### src/rtl/uart_txrx.sv
// uart_txrx: 8N1 asynchronous serial transceiver.
// The TX side serialises a byte loaded by a one-cycle strobe. The RX side
// synchronises the serial input, mid-bit samples a frame and presents the
// byte together with ready, overrun and framing-error status.
// Ports:
//   clk, rst     - system clock (rising edge), asynchronous active-low reset
//   ser_rxd      - serial input, idle high, asynchronous to clk
//   ser_txd      - serial output, idle high, driven straight from a flop
//   txd_ld, din  - load strobe and byte to transmit
//   txd_busy     - high while a TX frame is in flight
//   rxd_ft       - level acknowledge, clears rxd_rdy and rx_ovr
//   rxd_rdy/dout - received byte waiting / last good received byte
//   rx_ovr       - sticky overrun, rx_ferr - one-cycle framing-error pulse
module uart_txrx #(
    parameter int unsigned DIV   = 434,
    parameter int unsigned DIV_W = 16
) (
    input  logic       clk,
    input  logic       rst,
    input  logic       ser_rxd,
    output logic       ser_txd,
    input  logic       txd_ld,
    input  logic [7:0] din,
    output logic       txd_busy,
    input  logic       rxd_ft,
    output logic       rxd_rdy,
    output logic [7:0] dout,
    output logic       rx_ovr,
    output logic       rx_ferr
);

    localparam logic [DIV_W-1:0] BIT_LAST  = DIV_W'(DIV - 1);
    localparam logic [DIV_W-1:0] HALF_LAST = DIV_W'(DIV / 2 - 1);
    localparam logic [DIV_W-1:0] CNT_ONE   = DIV_W'(1);
    localparam logic [DIV_W-1:0] CNT_ZERO  = DIV_W'(0);

    typedef enum logic [1:0] {
        TX_IDLE  = 2'd0,
        TX_START = 2'd1,
        TX_DATA  = 2'd2,
        TX_STOP  = 2'd3
    } tx_state_e;

    typedef enum logic [1:0] {
        RX_IDLE  = 2'd0,
        RX_START = 2'd1,
        RX_DATA  = 2'd2,
        RX_STOP  = 2'd3
    } rx_state_e;

    tx_state_e        tx_state_q, tx_state_d;
    logic [DIV_W-1:0] tx_cnt_q, tx_cnt_d;
    logic [2:0]       tx_bit_q, tx_bit_d;
    logic [7:0]       tx_shift_q, tx_shift_d;
    logic             txd_q, txd_d;
    logic             busy_q, busy_d;

    logic             rxd_meta_q, s_rxd_q, rxd_prev_q;
    rx_state_e        rx_state_q, rx_state_d;
    logic [DIV_W-1:0] rx_cnt_q, rx_cnt_d;
    logic [2:0]       rx_bit_q, rx_bit_d;
    logic [7:0]       rx_shift_q, rx_shift_d;
    logic             rdy_q, rdy_d;
    logic [7:0]       dout_q, dout_d;
    logic             ovr_q, ovr_d;
    logic             ferr_q, ferr_d;
    logic             good_s;

    // TX state register; reset forces the line high so an aborted frame cannot glitch low.
    always_ff @(posedge clk or negedge rst) begin
        if (!rst) begin
            tx_state_q <= TX_IDLE;
            tx_cnt_q   <= CNT_ZERO;
            tx_bit_q   <= 3'd0;
            tx_shift_q <= 8'h00;
            txd_q      <= 1'b1;
            busy_q     <= 1'b0;
        end else begin
            tx_state_q <= tx_state_d;
            tx_cnt_q   <= tx_cnt_d;
            tx_bit_q   <= tx_bit_d;
            tx_shift_q <= tx_shift_d;
            txd_q      <= txd_d;
            busy_q     <= busy_d;
        end
    end

    // TX next state; the line level for the next bit slot is computed here and registered.
    always_comb begin
        tx_state_d = tx_state_q;
        tx_cnt_d   = tx_cnt_q;
        tx_bit_d   = tx_bit_q;
        tx_shift_d = tx_shift_q;
        txd_d      = txd_q;
        busy_d     = busy_q;
        case (tx_state_q)
            TX_IDLE: begin
                if (txd_ld) begin
                    tx_state_d = TX_START;
                    tx_shift_d = din;
                    tx_cnt_d   = CNT_ZERO;
                    txd_d      = 1'b0;
                    busy_d     = 1'b1;
                end else begin
                    txd_d  = 1'b1;
                    busy_d = 1'b0;
                end
            end
            TX_START: begin
                if (tx_cnt_q == BIT_LAST) begin
                    tx_state_d = TX_DATA;
                    tx_cnt_d   = CNT_ZERO;
                    tx_bit_d   = 3'd0;
                    txd_d      = tx_shift_q[0];
                end else begin
                    tx_cnt_d = tx_cnt_q + CNT_ONE;
                end
            end
            TX_DATA: begin
                if (tx_cnt_q == BIT_LAST) begin
                    tx_cnt_d = CNT_ZERO;
                    if (tx_bit_q == 3'd7) begin
                        tx_state_d = TX_STOP;
                        txd_d      = 1'b1;
                    end else begin
                        // Bit 0 of the shift register is the bit currently on the line.
                        tx_bit_d   = tx_bit_q + 3'd1;
                        tx_shift_d = {1'b0, tx_shift_q[7:1]};
                        txd_d      = tx_shift_q[1];
                    end
                end else begin
                    tx_cnt_d = tx_cnt_q + CNT_ONE;
                end
            end
            TX_STOP: begin
                if (tx_cnt_q == BIT_LAST) begin
                    tx_state_d = TX_IDLE;
                    tx_cnt_d   = CNT_ZERO;
                    busy_d     = 1'b0;
                end else begin
                    tx_cnt_d = tx_cnt_q + CNT_ONE;
                end
            end
            default: begin
                tx_state_d = TX_IDLE;
                tx_cnt_d   = CNT_ZERO;
                txd_d      = 1'b1;
                busy_d     = 1'b0;
            end
        endcase
    end

    // Two-flop synchroniser plus one history flop for start-edge detection.
    always_ff @(posedge clk or negedge rst) begin
        if (!rst) begin
            rxd_meta_q <= 1'b1;
            s_rxd_q    <= 1'b1;
            rxd_prev_q <= 1'b1;
        end else begin
            rxd_meta_q <= ser_rxd;
            s_rxd_q    <= rxd_meta_q;
            rxd_prev_q <= s_rxd_q;
        end
    end

    // RX state and status registers.
    always_ff @(posedge clk or negedge rst) begin
        if (!rst) begin
            rx_state_q <= RX_IDLE;
            rx_cnt_q   <= CNT_ZERO;
            rx_bit_q   <= 3'd0;
            rx_shift_q <= 8'h00;
            rdy_q      <= 1'b0;
            dout_q     <= 8'h00;
            ovr_q      <= 1'b0;
            ferr_q     <= 1'b0;
        end else begin
            rx_state_q <= rx_state_d;
            rx_cnt_q   <= rx_cnt_d;
            rx_bit_q   <= rx_bit_d;
            rx_shift_q <= rx_shift_d;
            rdy_q      <= rdy_d;
            dout_q     <= dout_d;
            ovr_q      <= ovr_d;
            ferr_q     <= ferr_d;
        end
    end

    // RX next state: half-bit delay to mid start bit, then one sample per bit period.
    always_comb begin
        rx_state_d = rx_state_q;
        rx_cnt_d   = rx_cnt_q;
        rx_bit_d   = rx_bit_q;
        rx_shift_d = rx_shift_q;
        good_s     = 1'b0;
        ferr_d     = 1'b0;
        case (rx_state_q)
            RX_IDLE: begin
                // Requiring the previous sample high means a stuck-low line never retriggers.
                if (!s_rxd_q && rxd_prev_q) begin
                    rx_state_d = RX_START;
                    rx_cnt_d   = CNT_ZERO;
                end else begin
                    rx_cnt_d = CNT_ZERO;
                end
            end
            RX_START: begin
                if (rx_cnt_q == HALF_LAST) begin
                    rx_cnt_d = CNT_ZERO;
                    rx_bit_d = 3'd0;
                    if (!s_rxd_q) begin
                        rx_state_d = RX_DATA;
                    end else begin
                        rx_state_d = RX_IDLE;
                    end
                end else begin
                    rx_cnt_d = rx_cnt_q + CNT_ONE;
                end
            end
            RX_DATA: begin
                if (rx_cnt_q == BIT_LAST) begin
                    rx_cnt_d   = CNT_ZERO;
                    rx_shift_d = {s_rxd_q, rx_shift_q[7:1]};
                    if (rx_bit_q == 3'd7) begin
                        rx_state_d = RX_STOP;
                    end else begin
                        rx_bit_d = rx_bit_q + 3'd1;
                    end
                end else begin
                    rx_cnt_d = rx_cnt_q + CNT_ONE;
                end
            end
            RX_STOP: begin
                if (rx_cnt_q == BIT_LAST) begin
                    rx_cnt_d   = CNT_ZERO;
                    rx_state_d = RX_IDLE;
                    if (s_rxd_q) begin
                        good_s = 1'b1;
                    end else begin
                        ferr_d = 1'b1;
                    end
                end else begin
                    rx_cnt_d = rx_cnt_q + CNT_ONE;
                end
            end
            default: begin
                rx_state_d = RX_IDLE;
                rx_cnt_d   = CNT_ZERO;
            end
        endcase
    end

    // Status flags: acknowledge clears, but a byte completing in the same cycle wins.
    always_comb begin
        rdy_d  = rdy_q;
        ovr_d  = ovr_q;
        dout_d = dout_q;
        if (rxd_ft) begin
            rdy_d = 1'b0;
            ovr_d = 1'b0;
        end else begin
            ovr_d = ovr_q;
        end
        if (good_s) begin
            rdy_d  = 1'b1;
            dout_d = rx_shift_q;
            if (rdy_q && !rxd_ft) begin
                ovr_d = 1'b1;
            end else begin
                ovr_d = ovr_d;
            end
        end else begin
            dout_d = dout_q;
        end
    end

    assign ser_txd  = txd_q;
    assign txd_busy = busy_q;
    assign rxd_rdy  = rdy_q;
    assign dout     = dout_q;
    assign rx_ovr   = ovr_q;
    assign rx_ferr  = ferr_q;

endmodule

### config.mk
export PLATFORM = sky130hd
export DESIGN_NAME = uart_txrx
export DESIGN_NICKNAME = d
export VERILOG_FILES = /design/src/rtl/uart_txrx.sv
export SDC_FILE = /design/constraint.sdc
export NUM_CORES = 1
export LEC_CHECK = 0
export CAP_MARGIN = 20
export CORE_ASPECT_RATIO = 1.75
export CORE_MARGIN = 2
export CORE_UTILIZATION = 61
export DETAILED_ROUTE_END_ITERATION = 16
export GPL_TIMING_DRIVEN = 1
export HOLD_SLACK_MARGIN = 0.02
export PLACE_DENSITY = 0.82
export SETUP_SLACK_MARGIN = 0.5
export SYNTH_ARGS = -nofsm -noshare
export SYNTH_HDL_FRONTEND = slang
export SYNTH_SLANG_ARGS = --single-unit
export TNS_END_PERCENT = 100
### constraint.sdc
create_clock -name clk -period 6.05 [get_ports clk]
set_input_delay 1.21 -clock clk [delete_from_list [all_inputs] [get_ports clk]]
set_output_delay 1.21 -clock clk [all_outputs]
set_load 0.005 [all_outputs]
### Word-level counts from Yosys, hierarchy flattened

Index checks and enable logic that the tools add are counted.

* latch bits: 0
* output and inout port bits: 13
* memories: 0
* memory bits (read-only): 0
* bits in writable memories: 0
* bits of input ports: 13
* word-level logic and storage cells: 116
* register bits: 74

* add/sub/neg operators: 4
* mux-type cells: 50
* equal/unequal tests: 23
* reduce and logical (&&, ||, !) cells: 22
* $mul: 0
* div/mod/pow operators: 0
* $lt $le $gt $ge: 0
* bitwise gates (word level): 0
* shifts and indexed selects: 0

Operators with widths (count)
* 2-to-1 mux 16 bit: 4
* one-hot mux 16 bit (3 select lines): 1
* adder 16 x 1 -> 16 bit, second input constant: 2
* == test 16 x 9 -> 1 bit, second input constant: 2
* one-hot mux 16 bit (2 select lines): 1
* 2-to-1 mux 8 bit: 3
* != test 2 bit, second input constant: 12
* 2-to-1 mux 2 bit: 11
* 2-to-1 mux 3 bit: 6
* 2-to-1 mux 1 bit: 17
* == test 16 x 8 -> 1 bit, second input constant: 1
* one-hot mux 2 bit (4 select lines): 2
* one-hot mux 8 bit (2 select lines): 1
* one-hot mux 3 bit (2 select lines): 2
* AND reduction 4 bit: 3
* AND reduction 5 bit: 2
* nonzero test 2 bit: 5
* == test 2 bit, second input constant: 4
* adder 3 x 1 -> 3 bit, second input constant: 2
* == test 3 bit, second input constant: 2
* == test 2 x 1 -> 1 bit, second input constant: 2
* zero test 2 bit: 2
* AND reduction 2 bit: 2
* one-hot mux 1 bit (3 select lines): 1
* 7 further kinds: 9

### Logic depth before layout (Yosys ltp)

* depth after elaboration: 4
* mapped depth: 8
* depth with buffers taken out: 7

### Worst setup path before layout

No wires, ideal clock.

* kind: input port to flip-flop
* start point: in txd_ld
* end point: reg tx_state_q[1]
* stages on the path: 4
* setup slack: 3.832 ns
* data arrival time: 2.090 ns
* data required time: 5.922 ns
* cell sequence: nand2b_1 clkbuf_1 o221ai_2 mux2_1

* word-level cells in the longest chain between the ends: 2

Ends and longest elaborated chain
* start, declared: line 22 `input logic txd_ld,`
* != test 2 bit (no source line)
* AND reduction 5 bit (no source line)
* end signal, assigned: line 79 `tx_state_q <= tx_state_d;`
* end, declared: line 51 `tx_state_e tx_state_q, tx_state_d;`

No other way between the ends.
A chain may end at the register's enable or synchronous reset.

### Worst setup path in the final report

* start point: in txd_ld
* end point: reg tx_shift_q[2]

* word-level cells in the longest chain between the ends: 2

Ends and longest elaborated chain
* != test 2 bit (no source line)
* AND reduction 4 bit (no source line)
* end signal, assigned: line 82 `tx_shift_q <= tx_shift_d;`
* end, declared: line 54 `logic [7:0] tx_shift_q, tx_shift_d;`

No other way between the ends.

==> key figures <==
Run status
  – Status: finished clean

Pwr
  – P_int: 801 uW
  – Leakage: between 1.5 and 2 nW
  – Total Power: 1.05 mW
  – Clock Power Share: 40.1%
  – Sequential share of power: 52.5%
  – Combinational share of power: roughly 7.4%
  – PD cells: ~250 mW/mm^2
  – Worst VDD drop: between 200 and 250 uV
  – Switching part of the total: a little under a quarter
  – Switching Power: ~250 uW

Finish
  – Synth-to-layout area growth: 14.3%
  – NumNets Final: 399
  – Ant diodes: 0
  – Share of cells above drive strength 1: around 12%
  – Finished Core Util: 71.6%

Logic synthesis
  – Synthesized flop and latch total: 74
  – Netlist cell types: 56
  – Ys Warns: 0
  – Net Count, Synth: roughly 370
  – Cells after synthesis: 348
  – Post-synth top area cell: dfrtp_1
  – Average instance area after synthesis: between 10 and 15 um^2
  – Top post-synthesis cells by area: dfrtp_1, mux2_2, ha_1
  – Post-synth ARST share: 100%
  – Synth Flop Type: dfrtp_1
  – Cell area after synthesis: 0.00365 mm^2
  – Top cell type's share of synthesized area: around 48%
  – Number of flops mapped to enable cells by yosys: 0
  – Sequential area share after synthesis: 50.8%

Setup path
  – Data required, critical path: 6.30 ns
  – CP Data Arrival Time: 2.92 ns
  – Crit Path Max Fanout: 11
  – Critical path class: primary input to register
  – R2R Setup Slk: 3.69 ns
  – Worst setup SP type: primary input
  – Crit end category: register

Timing
  – Final worst path period need: 2.67 ns
  – Slew @ Worst Pin: ~0.90 ns
  – Fin. max-slew vios: 0
  – Hold Vio Cnt, Final: 0
  – RSZ-0062 raised after global routing: false
  – Worst slew margin: 40.0%
  – Fin crit share: 44.1%
  – Max Clock Freq: 375 MHz
  – # setup viols final: 0
  – Setup TNS: 0 ns
  – Clk_skew: roughly 0.0064 ns

Floorplan
  – Starting Density: 62.6%
  – Chip Height: 106 um
  – Die Span X: approximately 63 um
  – IO Count: 26
  – Die Area: 0.00665 mm^2
  – Core ar.: 0.00583 mm^2
  – Row count: 37

Route
  – Final ANT Viol Nets: 0
  – DR vias/cell: 5.95
  – Routed length per instance: roughly 15 um
  – First-pass DRT Iterations: 5
  – Initial drt markers: between 150 and 200
  – Vias: 2711
  – Drt drc: 0
  – Routed wire length: just under 7000 um

Min path
  – Hold Path Class: register to register

Global routing
  – Largest net degree at the start of global routing: 75
  – GRT Total Usage: 23.4%
  – Grt total ovfl: 0
  – First-pass GRT wire length: 12300 um
  – Initial antenna violation count: 0
  – Vias in the first global route: ~2700

CTS
  – Maximum root-to-sink buffer count: 2
  – CTS Hold Bufs: 0
  – Worst skew pair latency: between 0.3 and 0.4 ns
  – Clk slew on worst S/H paths: 0.08 ns
  – Clock root cell: clkbuf_8
  – CTS H-tree lvls: 3
  – CTS tree: built
  – Num Clock Sinks: 74
  – # Post-CTS Setup Buffers: 0
  – CTS Buf Count: 9
  – Resized cells post-CTS: 0

Placement
  – Post-DP HPWL: 4830 um
  – Placer Congestion: between 0.8 and 0.9
  – IO Port Bufs: 25

Run
  – Max-cap violations: 0
-- logic make-up after synthesis --
family	Yosys count	synth area share (%)
mux	20	6.10
simple gates	129	19.5
fa+ha+maj	13	4.45
compound gates	73	13.2
xor+xnor	14	3.36
buf+inv	25	2.60
flops	74	50.8
-- stage by stage --
step,cell area (um^2),worst slack [ns],cells,hold WS (ns)
final,4180,3.38,456,0.365
after global routing,4180,3.30,456,0.365
after CTS,4180,3.41,456,0.366
after detailed placement,3960,3.02,440,0.353
after global placement,3960,3.08,440,0.346
after floorplan,3650,3.83,348,0.345
-- layout make-up --
class,count,area (um^2)
Tap cell,78,97.6
Inverter,13,48.8
Timing Repair Buffer,26,253
Sequential cell,74,1860
Clock inverter,5,77.6
Multi-Input combinational cell,249,1700
Fill cell,452,1660
Clock buffer,11,141
-- worst paths after layout --
kind                            depth (start not counted)                         to                     from
worst min-delay path                                    0          s_rxd_q$_DFF_PN1_     rxd_meta_q$_DFF_PN1_
worst min register to register                          0          s_rxd_q$_DFF_PN1_     rxd_meta_q$_DFF_PN1_
worst max-delay path                                    5  tx_shift_q[2]$_DFFE_PN0P_                   txd_ld
max in group asynchronous                               2      rx_cnt_q[5]$_DFF_PN0_                      rst
worst max register to register                          7   tx_cnt_q[14]$_DFFE_PN0P_  tx_cnt_q[1]$_DFFE_PN0P_
min in group asynchronous                               2        dout[6]$_DFFE_PN0P_                      rst
-- routing by layer --
layer	part of all wire, %	global-route usage [%]	vias up
met3	2.8	4.02	18
met5	0	0	-
met4	2.8	13.0	0
li1	-	-	1308
met2	54	41.7	59
met1	40	26.2	1326
-- cells in the mapped netlist (all sizes together), types with 6 or more instances --
cell	instances
nand2	28
a21oi	18
a31oi	8
inv	13
nand3	15
o21a	8
clkbuf	11
o22a	7
xnor2	7
dfrtp	70
mux2	18
nand4	6
o21ai	15
xor2	7
nor2	34
ha	13
nor3	7
-- state kept, by name (all words and copies together), names as in the netlist, named ones only --
| signal | count |
|---|---|
| rxd_rdy | 1 |
| tx_bit_q | 3 |
| txd_busy | 1 |
| rx_ferr | 1 |
| rxd_prev_q | 1 |
| ser_txd | 1 |
| rx_shift_q | 8 |
| s_rxd_q | 1 |
| tx_state_q | 2 |
| rxd_meta_q | 1 |
| tx_cnt_q | 16 |
| rx_cnt_q | 16 |
| rx_state_q | 1 |
| rx_bit_q | 3 |
| dout | 8 |
| rx_ovr | 1 |
| tx_shift_q | 8 |
-- power by group through the flow --
stage	Sequential [mW]	Clock (mW)	Combinational (mW)
2_1_floorplan	0.551	0	0.0532
3_3_place_gp	0.560	0	0.0771
3_5_place_dp	0.560	0	0.0791
4_1_cts	0.551	0.430	0.0805
5_1_grt	0.555	0.451	0.0930
6_report	0.552	0.422	0.0783
-- worst max-delay path, cell delays in order --
cell	delay, ns
clkdlybuf4s50_1	0.58
nand2b_1	0.45
nand4b_2	0.31
o22a_1	0.26
o21a_1	0.10
-- cells in the final DEF (no fill, tap or decap), drive strengths merged, types with 3 or more instances in the layout --
| master | n |
|---|---|
| xnor2 | 7 |
| clkdlybuf4s50 | 24 |
| and4 | 3 |
| and3 | 3 |
| a22o | 3 |
| nand4 | 6 |
| mux2 | 18 |
| o21ai | 15 |
| o21a | 8 |
| ha | 13 |
| nor2 | 34 |
| or3 | 3 |
| nand2 | 28 |
| o22a | 7 |
| nand3 | 15 |
| dfrtp | 70 |
| or4 | 3 |
| and2 | 3 |
| a31oi | 8 |
| nand2b | 3 |
| nor3 | 7 |
| nor3b | 5 |
| xor2 | 7 |
| dfstp | 4 |
| a21oi | 18 |
| clkbuf | 11 |
| inv | 13 |
| nor4 | 5 |
(Power assumes the default switching activity.)
